**src/rtl/int8_mac_seq.sv**
```systemverilog
// rtl/int8_mac_seq.sv - job sequencer for the combinational INT8 MAC datapath
//
// Streams N 33-byte operand blocks (byte 0 = scale, bytes 1..32 = elements)
// through an external combinational MAC, one block per cycle. The running
// 24-bit partial sum is held here. The final sum and the first block's scale
// bytes are then offered on a valid/ready result port.
//
// Ports:
//   i_clk, i_rst                  clock, asynchronous active-high reset
//   i_start, i_num_blk, i_abort   job control (start/num_blk sampled in IDLE only)
//   o_busy                        high in RUN or OUT
//   i_in_valid, o_in_ready        operand block handshake
//   i_a_vec_in, i_b_vec_in        operand blocks
//   o_mac_en, o_mac_a, o_mac_b    MAC drive
//   o_mac_psum_in, i_mac_psum_out partial sum to/from MAC
//   o_out_valid, i_out_ready      result handshake
//   o_out_sum, o_out_scale_a/b    result payload
//   o_out_ovf                     accumulator wrapped during job (sticky)
//   o_done                        one-cycle pulse after result handshake
module int8_mac_seq #(
    parameter int BLK_W = 264,
    parameter int ACC_W = 24,
    parameter int LEN_W = 8
) (
    input  logic             i_clk,
    input  logic             i_rst,
    input  logic             i_start,
    input  logic [LEN_W-1:0] i_num_blk,
    input  logic             i_abort,
    output logic             o_busy,
    input  logic             i_in_valid,
    output logic             o_in_ready,
    input  logic [BLK_W-1:0] i_a_vec_in,
    input  logic [BLK_W-1:0] i_b_vec_in,
    output logic             o_mac_en,
    output logic [BLK_W-1:0] o_mac_a,
    output logic [BLK_W-1:0] o_mac_b,
    output logic [ACC_W-1:0] o_mac_psum_in,
    input  logic [ACC_W-1:0] i_mac_psum_out,
    output logic             o_out_valid,
    input  logic             i_out_ready,
    output logic [ACC_W-1:0] o_out_sum,
    output logic [7:0]       o_out_scale_a,
    output logic [7:0]       o_out_scale_b,
    output logic             o_out_ovf,
    output logic             o_done
);

    typedef enum logic [1:0] {
        S_IDLE = 2'd0,
        S_RUN  = 2'd1,
        S_OUT  = 2'd2
    } state_t;

    state_t           r_state;
    state_t           w_state_nxt;
    logic [LEN_W-1:0] r_num;
    logic [LEN_W-1:0] r_cnt;
    logic [ACC_W-1:0] r_acc;
    logic [7:0]       r_scale_a;
    logic [7:0]       r_scale_b;
    logic             r_ovf;
    logic             r_done;

    logic w_first;
    logic w_last;
    logic w_blk_hs;
    logic w_res_hs;
    logic w_job_go;

    assign w_first  = (r_cnt == '0);
    assign w_last   = (r_cnt == r_num - LEN_W'(1));
    // abort outranks both handshakes; the discarded beat must not touch state
    assign w_blk_hs = (r_state == S_RUN) && i_in_valid && !i_abort;
    assign w_res_hs = (r_state == S_OUT) && i_out_ready && !i_abort;
    assign w_job_go = (r_state == S_IDLE) && i_start && !i_abort;

    always_ff @(posedge i_clk or posedge i_rst) begin
        if (i_rst) begin
            r_state <= S_IDLE;
        end else begin
            r_state <= w_state_nxt;
        end
    end

    always_comb begin
        w_state_nxt = r_state;
        case (r_state)
            S_IDLE: begin
                if (w_job_go) begin
                    w_state_nxt = (i_num_blk != '0) ? S_RUN : S_OUT;
                end
            end
            S_RUN: begin
                if (i_abort) begin
                    w_state_nxt = S_IDLE;
                end else if (w_blk_hs && w_last) begin
                    w_state_nxt = S_OUT;
                end
            end
            S_OUT: begin
                if (i_abort || i_out_ready) begin
                    w_state_nxt = S_IDLE;
                end
            end
            default: w_state_nxt = S_IDLE;
        endcase
    end

    always_ff @(posedge i_clk or posedge i_rst) begin
        if (i_rst) begin
            r_num     <= '0;
            r_cnt     <= '0;
            r_acc     <= '0;
            r_scale_a <= '0;
            r_scale_b <= '0;
            r_ovf     <= 1'b0;
            r_done    <= 1'b0;
        end else begin
            r_done <= w_res_hs;
            if (w_job_go) begin
                r_cnt <= '0;
                r_acc <= '0;
                r_ovf <= 1'b0;
                if (i_num_blk != '0) begin
                    r_num <= i_num_blk;
                end else begin
                    // empty job reports zero scales; otherwise the first block sets them
                    r_scale_a <= '0;
                    r_scale_b <= '0;
                end
            end
            if (w_blk_hs) begin
                r_acc <= i_mac_psum_out;
                r_cnt <= r_cnt + LEN_W'(1);
                if (w_first) begin
                    r_scale_a <= i_a_vec_in[7:0];
                    r_scale_b <= i_b_vec_in[7:0];
                end else if (i_mac_psum_out < r_acc) begin
                    // each block adds a non-negative term well below 2^24,
                    // so a smaller result can only mean the sum wrapped
                    r_ovf <= 1'b1;
                end
            end
        end
    end

    assign o_busy        = (r_state == S_RUN) || (r_state == S_OUT);
    assign o_in_ready    = (r_state == S_RUN);
    assign o_out_valid   = (r_state == S_OUT);
    assign o_out_sum     = r_acc;
    assign o_out_scale_a = r_scale_a;
    assign o_out_scale_b = r_scale_b;
    assign o_out_ovf     = r_ovf;
    assign o_done        = r_done;

    assign o_mac_a       = i_a_vec_in;
    assign o_mac_b       = i_b_vec_in;
    assign o_mac_en      = (r_state == S_RUN) && !w_first;
    assign o_mac_psum_in = ((r_state == S_RUN) && w_first) ? '0 : r_acc;

endmodule

```
**config.mk**
```make
export PLATFORM = sky130hd
export DESIGN_NAME = int8_mac_seq
export DESIGN_NICKNAME = d
export VERILOG_FILES = /design/src/rtl/int8_mac_seq.sv
export SDC_FILE = /design/constraint.sdc
export NUM_CORES = 1
export LEC_CHECK = 0
export CORE_AREA = 4 4 448 450
export DETAILED_ROUTE_END_ITERATION = 10
export DIE_AREA = 0 0 452 454
export PLACE_DENSITY_LB_ADDON = 0.25
export RECOVER_POWER = 100
export SYNTH_ARGS = -nofsm -noshare
export SYNTH_HDL_FRONTEND = slang
export SYNTH_SLANG_ARGS = --single-unit
```
**constraint.sdc**
```tcl
create_clock -name i_clk -period 3.6 [get_ports i_clk]
set_input_delay 1.08 -clock i_clk [delete_from_list [all_inputs] [get_ports i_clk]]
set_output_delay 1.08 -clock i_clk [all_outputs]
set_load 0.005 [all_outputs]
```
==> flow_metrics.tcl <==
set metrics [dict create \
    rsz0062_at_grt "false" \
    grt_pass1_vias 4726 \
    rows 163 \
    setup_viol_count_final 0 \
    relSlewSlack_pct -2.90 \
    final_common_cell "dlygate4sd3_1" \
    report.final.slew_viol_count 18 \
    drt_iter0_markers 241 \
    finalHoldViolCount 0 \
    crit_top_cell "buf_6" \
    path_cells "inv_1 > ha_4 > or4b_4 > nor4_4 > buf_6 > buf_6 > buf_12 > a21oi_1 > buf_2" \
    grt_max_degree 26 \
    leakage_nw 2.56 \
    design_area_mm2 0.00873 \
    syn_area_mm2 0.00737 \
    dp_hpwl_um 70400 \
    violations "max-capacitance violations, max-slew violations" \
    final_cells 3157 \
    cts_tree "built" \
    layout_common_cells "dlygate4sd3_1 (64), dfrtp_1 (60), clkdlybuf4s50_1 (50), a22o_1 (42), inv_1 (33)" \
    cpPeakStageDelay_ns 0.47 \
    routed_wl_um 79700 \
    ant_nets 0 \
    synth_top_family_by_area "buffers and inverters" \
    dieArea_mm2 0.205 \
    initial_core_util_pct 3.75 \
    avgSynthCellArea_um2 8.47 \
    fmax_ghz 0.289 \
    gr-total-overflow 0 \
    wire_per_inst_um 25.2 \
    synthAdderAreaFrac_pct 4.92 \
    synth_xor_area_share_pct 0.951 \
    path_max_fanout 4 \
    cts_made_buffers 9 \
    yosys.area_share.simple_pct 5.28 \
    grt_pass1_wl_um 90000 \
    crit_type "reg2out" \
    grt_use_total_pct 7.43 \
    synth_edf_count 0 \
    cts_sinks 60 \
    synth_ff_type "dfrtp_1" \
    finalPower_w 0.00509 \
    synth_mux_area_share_pct 1.04 \
    dp_cells 3124 \
    powerDensity_mw_per_mm2 583 \
    min_period_ns 3.46 \
    final_core_util_pct 4.44 \
    first_pass_iters 4 \
    synth_compound_gate_area_share_pct 10.7 \
    async_flop_share_pct 100 \
    die_height_um 454 \
    syn_inst 870 \
    critPathSlowestCell "or4b_4" \
    layout.nets 1104 \
    fin_worst_skew_ns 0.0191 \
    ys_ff_latch 60 \
    post-route-period-util_pct 96.1 \
    placed_cell_area_mm2 0.00824 \
    area_growth_pct 18.5 \
    path_clk_slew_ns 0.07 \
    maxCapViolCount 1 \
    drc_errors 0 \
    coreArea_mm2 0.197 \
    clk_root_buffer_cell "clkbuf_16" \
    peakVddDrop_mv 0.262 \
    dr_total_vias 4563 \
    cp-start-kind "flop" \
    arrival_ns 2.38 \
    die-width_um 452 \
    drive_gt1_share_pct 17.5 \
    synth_top_area_cell "buf_4" \
    hp-class "reg2reg" \
    synth_top_area_share_pct 53.9 \
    yosysUniqueCellTypes 42 \
    clk_path_buf_depth 2 \
    ys_seq_area_share_pct 20.4 \
    yosysWarningCount 0 \
    h-tree-depth 3 \
    io_buffers 139 \
    gp_congestion 0.653 \
    status "complete, but fails checks" \
    syn_nets 1465 \
    synthTopCellsByArea "buf_4 (54%), dfrtp_1 (20%), a22o_1 (5.0%), ha_1 (4.9%), a21oi_1 (2.2%)" \
    antenna_found_initial 17 \
    viasPerCell 1.45 \
    worstPathRequired_ns 2.52 \
    io_pins 1164 \
    cp-end-kind "output port" \
    worst-slew-pin-transition_ns 1.54 \
    clock_latency_ns 0.41 \
]
path summary, 6_finish.rpt:
check                                                   to  slack (ns)                       start  cells past startpoint
worst max-delay path                     o_mac_psum_in[22]        0.14        r_cnt[1]$_DFFE_PP0P_                      9
worst min-delay path            o_out_scale_b[7]$_DFF_PP0_        0.49  o_out_scale_b[7]$_DFF_PP0_                      1
worst max register to register        r_cnt[6]$_DFFE_PP0P_        0.39      r_state[1]$_DFFE_PP0P_                      8
worst min register to register  o_out_scale_b[7]$_DFF_PP0_        0.49  o_out_scale_b[7]$_DFF_PP0_                      1
max in group asynchronous       o_out_scale_a[6]$_DFF_PP0_        0.44                       i_rst                      4
min in group asynchronous         o_out_sum[0]$_DFFE_PP0P_        1.49                       i_rst                      2
per-stage QoR:
stage / TNS (ns) / hold WS (ns) / setup WS (ns)
3_5_place_dp: 0 / 0.482 / 0.158
2_1_floorplan: 0 / 0.489 / 0.741
6_report: 0 / 0.491 / 0.140
4_1_cts: -0.511 / 0.502 / -0.0607
5_1_grt: 0 / 0.509 / 0.0112
3_3_place_gp: 0 / 0.484 / 0.174
flip-flops by register name (all words and copies together), names as in the netlist:
signal and flops:
o_done 1, o_out_ovf 1, r_cnt 8, r_state 2
o_out_scale_a 8, o_out_scale_b 8, r_num 8, o_out_sum 24
worst max-delay path: cells and delay by family (launching register included):
kind	cells	cell delay (ns)
buf+inv	5	0.77
simple gates	2	0.62
fa+ha+maj	1	0.13
compound gates	1	0.07
flops	1	0.38
per-layer routing:
layer | global-route usage, % | share of wire (%) | vias to the layer above
met3 | 10.4 | 29 | 225
li1 | - | - | 1584
met5 | 1.82 | 0.67 | -
met1 | 5.82 | 27 | 2015
met4 | 3.82 | 5.1 | 14
met2 | 9.45 | 38 | 725
kinds of logic (layout without fill, tap and decap cells):
family / Yosys count / in the layout
AOI/OAI and AO/OA: 114 / 114
xor gates and xnor gates: 8 / 8
adders and majority gates: 29 / 29
buffers and inverters: 583 / 227
DFF: 60 / 60
muxes: 7 / 7
other: 0 / 3
and+or+nand+nor: 69 / 69
layout make-up:
class	instances	area, µm²
flip-flops and latches	60	1500
inverters	35	133
clock buffers	10	229
diodes	3	7.51
multi-input cells	227	1810
fillers	23400	188000
well taps	2640	3300
clock inverters	6	111
repair buffers	176	1640
synthesized netlist by cell type (3+ instances only):
| master | n |
|---|---|
| buf_4 | 529 |
| dfrtp_1 | 60 |
| a22o_1 | 42 |
| inv_1 | 35 |
| a21oi_1 | 33 |
| ha_1 | 29 |
| clkbuf_1 | 17 |
| o21ai_0 | 17 |
| nand2_1 | 15 |
| nor2_1 | 14 |
| nand4_1 | 11 |
| a21o_1 | 6 |
| mux2_2 | 5 |
| o211ai_1 | 5 |
| xor2_1 | 5 |
| nand2b_1 | 4 |
| nand3_1 | 3 |
| or2_2 | 3 |
| or4_1 | 3 |
| xnor2_1 | 3 |
where the power goes:
part | switching [W] | internal, W | total [W]
combinational | 0.00155 | 0.00120 | 0.00275
sequential | 0.000277 | 0.000911 | 0.00119
clock | 0.000478 | 0.000679 | 0.00116
timing repair:
item                                    4_1_cts  5_1_grt
gates resized for setup                     124        1
cloned                                        3        0
hold buffers                                  0        0
endpoints found under the setup margin       24       25
pin swaps                                     8        1
buffers inserted                             11        1
(Power assumes the default switching activity.)
